### src/rtl/wb_pkg.sv
// Shared types and constants for the writeback stage and its store controller.
// Latency: n/a (package only).
// Backpressure: n/a (package only).
//
// Contents: FSM state enum, register/data widths, default store-ack wait
// limit, and a helper that sizes the store-ack wait counter.
package wb_pkg;

  localparam int REG_W            = 4;
  localparam int DATA_W           = 64;
  localparam int MAX_WAIT_DEFAULT = 255;

  typedef enum logic [1:0] {
    IDLE       = 2'd0,
    STORE_WAIT = 2'd1,
    HALTED     = 2'd2
  } wbState_t;

  // The wait counter is never narrower than 8 bits. It grows only when the
  // limit does not fit in 8 bits.
  function automatic int waitCntWidth(input int maxWait);
    return (maxWait > 255) ? $clog2(maxWait + 1) : 8;
  endfunction

endpackage

### src/rtl/wb_store_ctrl.sv
// Store request holder: issues one store and holds it until ack or timeout.
// Latency: storeReq rises the cycle after start and drops the cycle after ack or expiry.
// Backpressure: request, address and data stay frozen while storeAck is low.
//
// Ports:
//   clk, reset       clock; asynchronous active-high reset
//   start            load a new store (only pulsed while no store is pending)
//   addr, data       address and data captured on start
//   storeAck         memory accepted the store (ignored while storeReq is low)
//   storeReq/Addr/Data  held store request towards memory
//   storeDone        combinational: the pending store finishes at this edge
//   storeTimeoutErr  sticky; set when the wait limit expires without an ack
module wb_store_ctrl
  import wb_pkg::*;
#(
  parameter int MAX_WAIT = MAX_WAIT_DEFAULT
) (
  input  logic              clk,
  input  logic              reset,
  input  logic              start,
  input  logic [DATA_W-1:0] addr,
  input  logic [DATA_W-1:0] data,
  input  logic              storeAck,
  output logic              storeReq,
  output logic [DATA_W-1:0] storeAddr,
  output logic [DATA_W-1:0] storeData,
  output logic              storeDone,
  output logic              storeTimeoutErr
);

  localparam int               CNT_W    = waitCntWidth(MAX_WAIT);
  localparam logic [CNT_W-1:0] LAST_CNT = CNT_W'(MAX_WAIT - 1);

  logic [CNT_W-1:0] waitCnt;
  logic             ackSeen;
  logic             expired;

  // An ack only counts while a request is actually outstanding. If the ack
  // arrives in the very cycle the limit runs out, the ack takes priority.
  assign ackSeen   = storeReq & storeAck;
  assign expired   = storeReq & ~storeAck & (waitCnt == LAST_CNT);
  assign storeDone = ackSeen | expired;

  always_ff @(posedge clk or posedge reset) begin
    if (reset) begin
      storeReq        <= 1'b0;
      storeAddr       <= '0;
      storeData       <= '0;
      waitCnt         <= '0;
      storeTimeoutErr <= 1'b0;
    end else begin
      if (start) begin
        storeReq  <= 1'b1;
        storeAddr <= addr;
        storeData <= data;
        waitCnt   <= '0;
      end else if (storeDone) begin
        storeReq <= 1'b0;
        waitCnt  <= '0;
      end else if (storeReq) begin
        waitCnt <= waitCnt + 1'b1;
      end

      if (expired) begin
        storeTimeoutErr <= 1'b1;
      end
    end
  end

endmodule

### src/rtl/writeback_stage.sv
// Writeback stage: retires execute results to two register-file ports and issues stores.
// Latency: register writes, store request and retire count update appear one cycle after accept.
// Backpressure: wbStallOut is registered and is high while a store waits for its ack or after a halt.
//
// Ports:
//   clk, reset                        clock; asynchronous active-high reset
//   exValidIn                         execute result valid (sampled only in IDLE)
//   aluResultIn / aluResultSpecialIn  primary / secondary (MUL high) result
//   destRegIn(+Valid), destRegSpecialIn(+Valid)  destination registers
//   isMemoryAccessDestIn, memoryAddressDestIn    store request and address
//   killIn                            halt-class instruction
//   wbStallOut                        stall towards execute
//   regWr*/regWr2*                    register-file write ports A and B
//   storeReq/Addr/Data, storeAck      store handshake with memory
//   haltOut, storeTimeoutErr          sticky status flags
//   retiredCount                      retired-instruction counter (wraps)
// Optional macro WB_FORWARD_EN adds fwdValid/fwdReg/fwdData, a combinational
// copy of write port A for decode bypass.
module writeback_stage
  import wb_pkg::*;
#(
  parameter int MAX_WAIT = MAX_WAIT_DEFAULT
) (
  input  logic              clk,
  input  logic              reset,
  input  logic              exValidIn,
  input  logic [DATA_W-1:0] aluResultIn,
  input  logic [DATA_W-1:0] aluResultSpecialIn,
  input  logic [REG_W-1:0]  destRegIn,
  input  logic              destRegValidIn,
  input  logic [REG_W-1:0]  destRegSpecialIn,
  input  logic              destRegSpecialValidIn,
  input  logic              isMemoryAccessDestIn,
  input  logic [DATA_W-1:0] memoryAddressDestIn,
  input  logic              killIn,
  output logic              wbStallOut,
  output logic              regWrEn,
  output logic [REG_W-1:0]  regWrAddr,
  output logic [DATA_W-1:0] regWrData,
  output logic              regWr2En,
  output logic [REG_W-1:0]  regWr2Addr,
  output logic [DATA_W-1:0] regWr2Data,
  output logic              storeReq,
  output logic [DATA_W-1:0] storeAddr,
  output logic [DATA_W-1:0] storeData,
  input  logic              storeAck,
  output logic              haltOut,
  output logic              storeTimeoutErr,
`ifdef WB_FORWARD_EN
  output logic              fwdValid,
  output logic [REG_W-1:0]  fwdReg,
  output logic [DATA_W-1:0] fwdData,
`endif
  output logic [DATA_W-1:0] retiredCount
);

  wbState_t state;
  wbState_t stateNext;
  logic     accept;
  logic     storeStart;
  logic     storeDone;
  logic     killPending;
  logic     sameDest;

  // Input is taken only when idle. In STORE_WAIT and HALTED, execute is
  // stalled, so any valid it shows is stale and gets dropped.
  assign accept     = (state == IDLE) & exValidIn;
  assign storeStart = accept & isMemoryAccessDestIn;

  // Port A wins a same-register collision. Port B is suppressed only when
  // port A is really writing.
  assign sameDest = destRegValidIn & (destRegSpecialIn == destRegIn);

  wb_store_ctrl #(
    .MAX_WAIT(MAX_WAIT)
  ) uStoreCtrl (
    .clk            (clk),
    .reset          (reset),
    .start          (storeStart),
    .addr           (memoryAddressDestIn),
    .data           (aluResultIn),
    .storeAck       (storeAck),
    .storeReq       (storeReq),
    .storeAddr      (storeAddr),
    .storeData      (storeData),
    .storeDone      (storeDone),
    .storeTimeoutErr(storeTimeoutErr)
  );

  // A halt that comes with a store is deferred until the store finishes,
  // whether it finishes by ack or by timeout.
  always_comb begin
    stateNext = state;
    case (state)
      IDLE: begin
        if (accept) begin
          if (isMemoryAccessDestIn) begin
            stateNext = STORE_WAIT;
          end else if (killIn) begin
            stateNext = HALTED;
          end
        end
      end
      STORE_WAIT: begin
        if (storeDone) begin
          stateNext = killPending ? HALTED : IDLE;
        end
      end
      HALTED:  stateNext = HALTED;
      default: stateNext = IDLE;
    endcase
  end

  always_ff @(posedge clk or posedge reset) begin
    if (reset) begin
      state        <= IDLE;
      killPending  <= 1'b0;
      wbStallOut   <= 1'b0;
      haltOut      <= 1'b0;
      regWrEn      <= 1'b0;
      regWrAddr    <= '0;
      regWrData    <= '0;
      regWr2En     <= 1'b0;
      regWr2Addr   <= '0;
      regWr2Data   <= '0;
      retiredCount <= '0;
    end else begin
      state      <= stateNext;
      // The stall is registered from the next state, so it lines up exactly
      // with the state register.
      wbStallOut <= (stateNext != IDLE);
      if (stateNext == HALTED) begin
        haltOut <= 1'b1;
      end

      regWrEn  <= 1'b0;
      regWr2En <= 1'b0;

      if (accept) begin
        killPending  <= killIn & isMemoryAccessDestIn;
        regWrEn      <= destRegValidIn;
        regWrAddr    <= destRegIn;
        regWrData    <= aluResultIn;
        regWr2En     <= destRegSpecialValidIn & ~sameDest;
        regWr2Addr   <= destRegSpecialIn;
        regWr2Data   <= aluResultSpecialIn;
        retiredCount <= retiredCount + 64'd1;
      end
    end
  end

`ifdef WB_FORWARD_EN
  assign fwdValid = regWrEn;
  assign fwdReg   = regWrAddr;
  assign fwdData  = regWrData;
`endif

endmodule

### config.mk
export PLATFORM = sky130hd
export DESIGN_NAME = writeback_stage
export DESIGN_NICKNAME = d
export VERILOG_FILES = /design/src/rtl/wb_pkg.sv /design/src/rtl/wb_store_ctrl.sv /design/src/rtl/writeback_stage.sv
export SDC_FILE = /design/constraint.sdc
export NUM_CORES = 1
export LEC_CHECK = 0
export ABC_AREA = 0
export CELL_PAD_IN_SITES_DETAIL_PLACEMENT = 1
export CELL_PAD_IN_SITES_GLOBAL_PLACEMENT = 2
export CORE_MARGIN = 4
export CORE_UTILIZATION = 26
export CTS_BUF_LIST = sky130_fd_sc_hd__clkbuf_8
export DETAILED_ROUTE_END_ITERATION = 16
export PLACE_DENSITY = 0.79
export SLEW_MARGIN = 20
export SYNTH_ARGS = -nofsm -noshare
export SYNTH_HDL_FRONTEND = slang
export SYNTH_HIERARCHICAL = 1
export SYNTH_SLANG_ARGS = --single-unit
### constraint.sdc
create_clock -name clk -period 6.9 [get_ports clk]
set_input_delay 1.38 -clock clk [delete_from_list [all_inputs] [get_ports clk]]
set_output_delay 1.38 -clock clk [all_outputs]
set_load 0.05 [all_outputs]
==> results.cfg, run 1 <==
[power_and_ir_drop]
swShare = 0.467
p_total_w = 0.0114
p_per_area_nw_per_um2 = 543
p_switching_w = 0.00531
power_frac_seq = 0.293
p_leak_nw = 8.75
pwr-share-clk = 0.162
combPwrFrac = 0.545
intPower_w = 0.00606
peakVddDrop_v = 0.000358

[die]
io_pins = 542
start_util = 0.263
row_count = 83
fp.dieW_microns = 236
die_area_sq_um = 55900
die_h_microns = 236
core_area_sq_um = 51500

[timing]
skew_ps = 23.9
worst_pin_slew_ps = 1050
whs_ps = 475
rsz0062_at_grt = false
setup_ws_ps = 3380
max_freq_mhz = 284
relSlewSlack = 0.299
setup_violations = 0
tns_ps = 0
maxSlewViolCount = 0
finalHoldViolations = 0
fin_crit_ps = 3520
min_period_over_period = 0.510

[placement]
io_buffers = 541
place_ws_ps = 2630
dp_hpwl_microns = 33000
place.gp.congestion = 0.774

[synth]
syn_nets = 1128
synth_xor_area_frac = 0.0439
synth_seq_area_share = 0.636
synth_top_area_share = 0.636
ys_ff_latch = 345
postSynthCellCount = 917
synth_edf_count = 0
synth_simple_gate_area_frac = 0.0701
synthMuxAreaShare = 0.221
yosys_warnings = 6
synthAdderAreaFrac = 0.00277
ys.flop_type = dfrtp_1
async_flop_share = 1.00
synth_area_per_cell_sq_um = 14.8
syn_area_sq_um = 13600
synth_compound_area_frac = 0.0114
synth_cell_types = 46
synth_top_family_by_area = multiplexers
synth_top_area_cell = dfrtp_1
synthTopCellsByArea = dfrtp_1 (64%), mux2_2 (22%), xor2_1 (2.5%)

[worst_setup_path]
critical_path_class = input port to register
critPathMaxFanout = 146
rrSetupSlack_ps = 4170
regToRegStartpoint = state[0]$_DFF_PP0_
r2r_end = retiredCount[12]$_DFFE_PP0N_
worstSetupEndpointType = register
critPathArrivalTime_ps = 4080
start_kind = input port
worstPathRequired_ps = 7460
rr_worst_depth = 6

[cts]
cts_resized = 0
cts_hold_buf = 0
clkTransAtPathRegs_ps = 50
max-clock-path-buffers = 3
insertion_delay_ps = 650
cts_setup_buffers = 0
cts_sinks = 345
clk_root_buffer_cell = clkbuf_8
cts_tree = done
cts_made_buffers = 61
htree_levels = 2

[hold_path]
min_path_type = register to register
worstHoldPathCells = 1
hold_path_end = retiredCount[63]$_DFFE_PP0N_
min-delay-start = retiredCount[63]$_DFFE_PP0N_

[routing]
viasPerCell = 4.45
wire_per_inst_microns = 20.3
routed_wl_microns = 44900
vias = 9852
drc_errors = 0
drtPass1Iterations = 4
drtIter0Drc = 299
final_antenna_net_count = 0

[run]
cap_viol_max_count = 0

[layout]
nFillCells = 5446
syn_to_final_growth_pct = 54.4
post-route-util = 0.407
drive_above_1_share = 0.247
final_nets = 1704

[global_route]
overflow = 0
antenna_found_initial = 4
grt_max_degree = 152
grt_pass1_wl_microns = 69400
track_usage = 0.157
grt_pass1_vias = 11321

[run_status]
status = finished, final reports clean
-- worst max-delay path: stages --
cell and delay (ps):
clkdlybuf4s50_1 520, nor3b_2 340, buf_12 610, nand3_1 250, nor3_1 510, and3_1 250, xor2_1 160
-- synthesized netlist by cell type, types with 2 or more instances --
master / number
nand4_1: 23
or2_2: 4
mux2_2: 266
xnor2_1: 30
nor4_1: 7
o21ai_0: 5
clkbuf_1: 18
dfrtp_1: 345
or3_1: 4
nor3_2: 4
and3_1: 14
nand2_1: 32
and4_1: 2
nand3_1: 25
and2_1: 4
nand4_2: 2
nor3_1: 15
ha_1: 3
xor2_1: 38
or4_1: 2
nand2b_1: 2
buf_2: 16
a31oi_1: 6
a21o_1: 2
inv_1: 10
nor2_1: 18
-- per-stage QoR --
step / std cells / cell area [sq um]
2_1_floorplan: 917 / 13600
3_3_place_gp: 2110 / 19800
3_5_place_dp: 2110 / 19800
4_1_cts: 2213 / 21000
5_1_grt: 2215 / 21000
6_report: 2215 / 21000
-- power groups by stage --
stage	Combinational [W]	Sequential, W	Clock, W
after floorplan	0.00109	0.00619	0
after global placement	0.00620	0.00332	0
after detailed placement	0.00625	0.00337	0
after CTS	0.00627	0.00336	0.00193
after global routing	0.00641	0.00346	0.00202
final	0.00620	0.00334	0.00184
-- final cells by class --
cell class | count | area, sq um | area share
timing repair buffer | 549 | 5500 | 0.262
tap | 680 | 851 | 0.0406
clock inverter | 27 | 133 | 0.00633
multi-input combinational | 526 | 4740 | 0.226
inverter | 10 | 46.3 | 0.00221
sequential | 345 | 8630 | 0.412
antenna | 2 | 5.00 | 0.000239
clock buffer | 76 | 1050 | 0.0499
-- worst max-delay path by stage --
stage	startpoint	endpoint	slack (ps)	cells after the start
after detailed placement	exValidIn	retiredCount[12]$_DFFE_PP0N_	2630	7
after CTS	exValidIn	retiredCount[12]$_DFFE_PP0N_	3360	7
after global placement	exValidIn	uStoreCtrl/storeAddr[6]$_DFFE_PP0P_	2690	5
final	exValidIn	retiredCount[12]$_DFFE_PP0N_	3380	7
after floorplan	reset	uStoreCtrl/storeAddr[0]$_DFFE_PP0P_	1820	1
after global routing	exValidIn	retiredCount[12]$_DFFE_PP0N_	3160	7
-- state kept, by name (all words and copies together) (netlist names) --
register                    flops
uStoreCtrl/storeAddr           64
uStoreCtrl/storeData           64
regWrData                      64
regWrAddr                       4
retiredCount                   64
regWr2En                        1
regWr2Data                     64
uStoreCtrl/storeReq             1
killPending                     1
uStoreCtrl/waitCnt              8
uStoreCtrl/storeTimeoutErr      1
state                           2
regWrEn                         1
wbStallOut                      1
regWr2Addr                      4
haltOut                         1
-- cell families (layout without fill, tap and decap cells) --
kind of cell,Yosys count,after routing
buffers and inverters,46,662
AOI/OAI and AO/OA,22,22
xor gates and xnor gates,68,68
adders and majority gates,3,3
other,0,2
and+or+nand+nor,167,167
muxes,266,266
DFF,345,345
-- layout by cell type, fill, tap and decap left out, drive strengths merged, types with 3 or more instances in the layout --
cell type,instances
xor2,38
a31oi,6
nand2,32
ha,3
nor2,18
and4,3
and3,15
inv,30
clkinv,6
and2,4
o21ai,5
nand4,25
mux2,266
xnor2,30
clkbuf,76
nor3,19
nor4,9
dfrtp,345
or3,4
or4,3
buf,8
or2,4
clkdlybuf4s50,541
nand3,25
-- metal layers --
layer,GRT usage,part of all wire
met1,0.175,0.37
met2,0.276,0.51
met3,0.0632,0.089
met4,0.0510,0.028
met5,0,0.00060
Note: power is estimated with default switching activity, not from simulation.
==> inputs of run 2 (changes only) <==
==> constraint.sdc (replaced) <==
create_clock -name clk -period 3.1 [get_ports clk]
set_input_delay 0.62 -clock clk [delete_from_list [all_inputs] [get_ports clk]]
set_output_delay 0.62 -clock clk [all_outputs]
set_load 0.05 [all_outputs]
==> run 2 against run 1 <==
  * Largest power group unchanged
  * Sequential share of layout area decreased by 0.61 points
  * First-iteration DRC count decreased by 7.7%
  * Worst setup slack worse by 2900 ps
  * Critical endpoint is now retiredCount[46]
  * Largest cell class unchanged
  * Critical path type is now register to output port
  * Power is 130% higher
  * Register-to-register slack worse by 3500 ps
==> results.cfg, run 2 (synthesis gave the netlist of run 1 again) <==
[run_status]
status = finished, final reports clean

[layout]
final_nets = 1721
drive_above_1_share = 0.258
syn_to_final_growth_pct = 56.7
final_common_cell = clkdlybuf4s50_1
final_cell_mix = clkdlybuf4s50_1 (541), dfrtp_1 (345), mux2_2 (266), clkbuf_8 (87), xor2_1 (38)
post-route-util = 0.413

[worst_setup_path]
max_stage_delay_ps = 890
start_kind = register
cpMaxStageDelayCell = clkdlybuf4s50_1
critical_path_class = register to output port
regToRegStartpoint = retiredCount[23]$_DFFE_PP0N_
worstPathRequired_ps = 2480
critPathTopFamily = buffers and inverters
crit_path_start = retiredCount[46]$_DFFE_PP0N_
critPathMaxFanout = 8
cp_num_buf_inv = 1
worstPathCellList = clkdlybuf4s50_1
critPathArrivalTime_ps = 2000
worstSetupEndpointType = output port

[cts]
insertion_delay_ps = 610
cts_setup_buffers = 0
cts_hold_buf = 0
cts_sinks = 345
clk_root_buffer_cell = clkbuf_8
cts_resized = 0
htree_levels = 3
cts_tree = done
cts_made_buffers = 67
clkTransAtPathRegs_ps = 60
max-clock-path-buffers = 3

[routing]
drtPass1Iterations = 4
vias = 9985
drc_errors = 0
final_antenna_net_count = 0
wire_per_inst_microns = 20.7
viasPerCell = 4.46
routed_wl_microns = 46200
drtIter0Drc = 276

[global_route]
grt_max_degree = 128
track_usage = 0.162
gr-usage-met3 = 0.0699
grt-busiest-layer = met2
met2_usage = 0.284
grt_pass1_vias = 11273
overflow = 0
antenna_found_initial = 3
grt_use_met1 = 0.176
grt_pass1_wl_microns = 70400

[timing]
worst_pin_slew_ps = 827
setup_violations = 0
rsz0062_at_grt = false
maxSlewViolCount = 0
skew_ps = 24.5
min_period_over_period = 0.845
fin_crit_ps = 2620
setup_ws_ps = 482
whs_ps = 481
relSlewSlack = 0.449
max_freq_mhz = 382
finalHoldViolations = 0

[run]
cap_viol_max_count = 0

[die]
io_pins = 542
start_util = 0.263
fp.dieW_microns = 236
die_h_microns = 236
row_count = 83
die_area_sq_um = 55900
core_area_sq_um = 51500

[placement]
io_buffers = 541
place.gp.congestion = 0.780
dp_hpwl_microns = 34200
place_ws_ps = 116

[hold_path]
min-delay-start = uStoreCtrl/storeTimeoutErr$_DFFE_PP0P_
min_path_type = register to register

[power_and_ir_drop]
p_per_area_nw_per_um2 = 1210
p_leak_nw = 8.89
peakVddDrop_v = 0.000723
run 2: cell type report:
type                    instances  area [sq um]
repair buffers                560          5660
fillers                      5477         30200
flip-flops and latches        345          8630
multi-input cells             526          4740
inverters                      10          45.0
diodes                          2          5.00
clock buffers                  87          1200
well taps                     680           851
clock inverters                29           138
run 2: report_power, final:
group | internal, W | switching (W) | total (W)
Clock | 0.00251 | 0.00200 | 0.00451
Combinational | 0.00497 | 0.00888 | 0.0139
Sequential | 0.00637 | 0.00108 | 0.00745
run 2: path summary, 6_finish.rpt:
check                           cells past startpoint                                      to  slack (ps)
worst max-delay path                                1                        retiredCount[46]         480
max in group asynchronous                           3              regWr2Data[63]$_DFFE_PP0N_        1760
worst min-delay path                                1  uStoreCtrl/storeTimeoutErr$_DFFE_PP0P_         480
worst max register to register                      6            retiredCount[41]$_DFFE_PP0N_         670
worst min register to register                      1  uStoreCtrl/storeTimeoutErr$_DFFE_PP0P_         480
min in group asynchronous                           3     uStoreCtrl/storeData[6]$_DFFE_PP0P_         590
run 2: worst reg2reg max path, cell delays in order (launching register included):
cell,delay [ps]
dfrtp_1,470
nand4_1,220
or4_1,590
or3_1,330
buf_4,230
nor4_1,360
xor2_1,170
run 2: stage by stage:
stage                     area, sq um  instances  power (W)  TNS (ps)
after floorplan                 13600        917     0.0162    -42690
after global placement          19900       2121     0.0213         0
after detailed placement        19900       2121     0.0215         0
after CTS                       21300       2237     0.0262         0
after global routing            21300       2239     0.0270         0
final                           21300       2239     0.0258         0
run 2: layer usage:
metal / vias to the layer above / wire length (microns)
met3: 76 / 4340
met1: 5083 / 16900
met2: 369 / 23900
met5: - / 16
li1: 4455 / -
met4: 2 / 1080
==> inputs of run 3 (changes only) <==
--- a/config.mk
+++ b/config.mk
@@ -9,10 +9,10 @@
 export CELL_PAD_IN_SITES_DETAIL_PLACEMENT = 1
 export CELL_PAD_IN_SITES_GLOBAL_PLACEMENT = 2
 export CORE_MARGIN = 4
-export CORE_UTILIZATION = 26
+export CORE_UTILIZATION = 29
 export CTS_BUF_LIST = sky130_fd_sc_hd__clkbuf_8
 export DETAILED_ROUTE_END_ITERATION = 16
-export PLACE_DENSITY = 0.79
+export PLACE_DENSITY = 0.83
 export SLEW_MARGIN = 20
 export SYNTH_ARGS = -nofsm -noshare
 export SYNTH_HDL_FRONTEND = slang
==> constraint.sdc (replaced) <==
create_clock -name clk -period 2.42 [get_ports clk]
set_input_delay 0.484 -clock clk [delete_from_list [all_inputs] [get_ports clk]]
set_output_delay 0.484 -clock clk [all_outputs]
set_load 0.05 [all_outputs]
==> run 3 against run 2 <==
  * First-iteration DRC count rose by 53%
  * Sequential share of layout area fell by 0.32 points
  * Utilization is 5.0 points higher
  * Flip-flop and latch count did not move
==> results.cfg, run 3 (synthesis gave the netlist of run 1 again) <==
[worst_setup_path]
worstSetupEndpointType = output port
worstPathCellList = clkdlybuf4s50_1
critPathTopFamily = buffers and inverters
critPathArrivalTime_ps = 1850
max_stage_delay_ps = 840
critical_path_depth = 1
rr_worst_depth = 7
critPathMaxFanout = 2
worstPathRequired_ps = 1940
cpMaxStageDelayCell = clkdlybuf4s50_1
cp_num_buf_inv = 1
start_kind = register
critical_path_class = register to output port

[hold_path]
min_path_type = input port to async pin

[placement]
place.gp.congestion = 0.782
dp_hpwl_microns = 34700
io_buffers = 541

[routing]
vias = 10072
drc_errors = 0
drtPass1Iterations = 5
wire_per_inst_microns = 20.8
drtIter0Drc = 422
viasPerCell = 4.57
routed_wl_microns = 45900
final_antenna_net_count = 0

[timing]
max_freq_mhz = 429
finalHoldViolations = 0
tns_ps = 0
fin_crit_ps = 2330
relSlewSlack = 0.577
skew_ps = 19.4
min_period_over_period = 0.963
worst_pin_slew_ps = 634
setup_violations = 0
maxSlewViolCount = 0
whs_ps = 313

[run]
cap_viol_max_count = 0

[layout]
drive_above_1_share = 0.280
final_nets = 1757
final_common_cell = clkdlybuf4s50_1
syn_to_final_growth_pct = 58.0
post-route-util = 0.463
nFillCells = 4838
final-seq-area_sq_um = 8630
multi_input_area_sq_um = 4750
final_cell_mix = clkdlybuf4s50_1 (433), dfrtp_1 (344), mux2_2 (266), dlygate4sd2_1 (79), clkbuf_8 (78)

[global_route]
grt_max_degree = 59
grt_pass1_vias = 11509
grt_pass1_wl_microns = 69400
overflow = 0
antenna_found_initial = 4
track_usage = 0.177

[die]
fp.dieW_microns = 224
io_pins = 542
core_area_sq_um = 46400
row_count = 79
start_util = 0.293
die_area_sq_um = 50300
die_h_microns = 224

[cts]
insertion_delay_ps = 640
cts_tree = done
htree_levels = 2
max-clock-path-buffers = 3
cts_made_buffers = 61
cts_sinks = 345
clkTransAtPathRegs_ps = 60
clk_root_buffer_cell = clkbuf_8

[power_and_ir_drop]
p_per_area_nw_per_um2 = 1520
peakVddDrop_v = 0.000887
p_leak_nw = 9.64
p_total_w = 0.0326

[run_status]
status = finished, final reports clean
[run 3: cell count changes in the layout (fill, tap and decap cells not counted), moves of 6 or more]
cell / delta
dlymetal6s2s_1: +27
buf_12: +6
clkbuf_8: -9
clkdlybuf4s50_1: -108
clkinv_2: +9
buf_4: +38
dlygate4sd2_1: +79
[run 3: routing by layer]
metal  global-route usage  part of all wire
met1                0.190              0.36
met2                0.310              0.51
met3               0.0804             0.098
met4               0.0593             0.031
met5                    0           0.00028
[run 3: worst paths after layout]
path	start	to	slack (ps)
setup / recovery	regWrData[40]$_DFFE_PP0N_	regWrData[40]	90
hold / removal	reset	uStoreCtrl/storeData[1]$_DFFE_PP0P_	310
setup reg to reg	retiredCount[26]$_DFFE_PP0N_	retiredCount[39]$_DFFE_PP0N_	130
hold reg to reg	haltOut$_DFFE_PP0N_	haltOut$_DFFE_PP0N_	470
max in group asynchronous	reset	uStoreCtrl/storeAddr[18]$_DFFE_PP0P_	1420
min in group clk	destRegSpecialValidIn	regWr2En$_DFF_PP0_	410
[run 3: final cells by class]
type / instances / share of cell area
repair buffers: 602 / 0.280
flip-flops and latches: 345 / 0.403
well taps: 607 / 0.0354
inverters: 10 / 0.00210
clock inverters: 34 / 0.00729
diodes: 3 / 0.000350
multi-input cells: 526 / 0.222
clock buffers: 78 / 0.0501
[run 3: timing repair]
| item | CTS | global route |
|---|---|---|
| resized for setup | 79 | 30 |
| hold buffers | 0 | 0 |
| setup endpoints to repair | 79 | 38 |
| setup buffers | 0 | 3 |
| pin swaps | 0 | 1 |
| cloned | 0 | 0 |
[run 3: power by group]
group / total, W / internal, W / switching (W)
logic: 0.0177 / 0.00632 / 0.0114
clock network: 0.00536 / 0.00289 / 0.00247
registers: 0.00950 / 0.00816 / 0.00133
total: 0.0326 / 0.0174 / 0.0152
[run 3: through the flow]
step	cell area (sq um)	std cells	setup slack, ps
final	21400	2205	88.4
after global routing	21400	2204	-13.9
after CTS	21300	2199	0.631
after detailed placement	20200	2087	-134
after global placement	20200	2087	-29.2
after floorplan	13600	917	-750
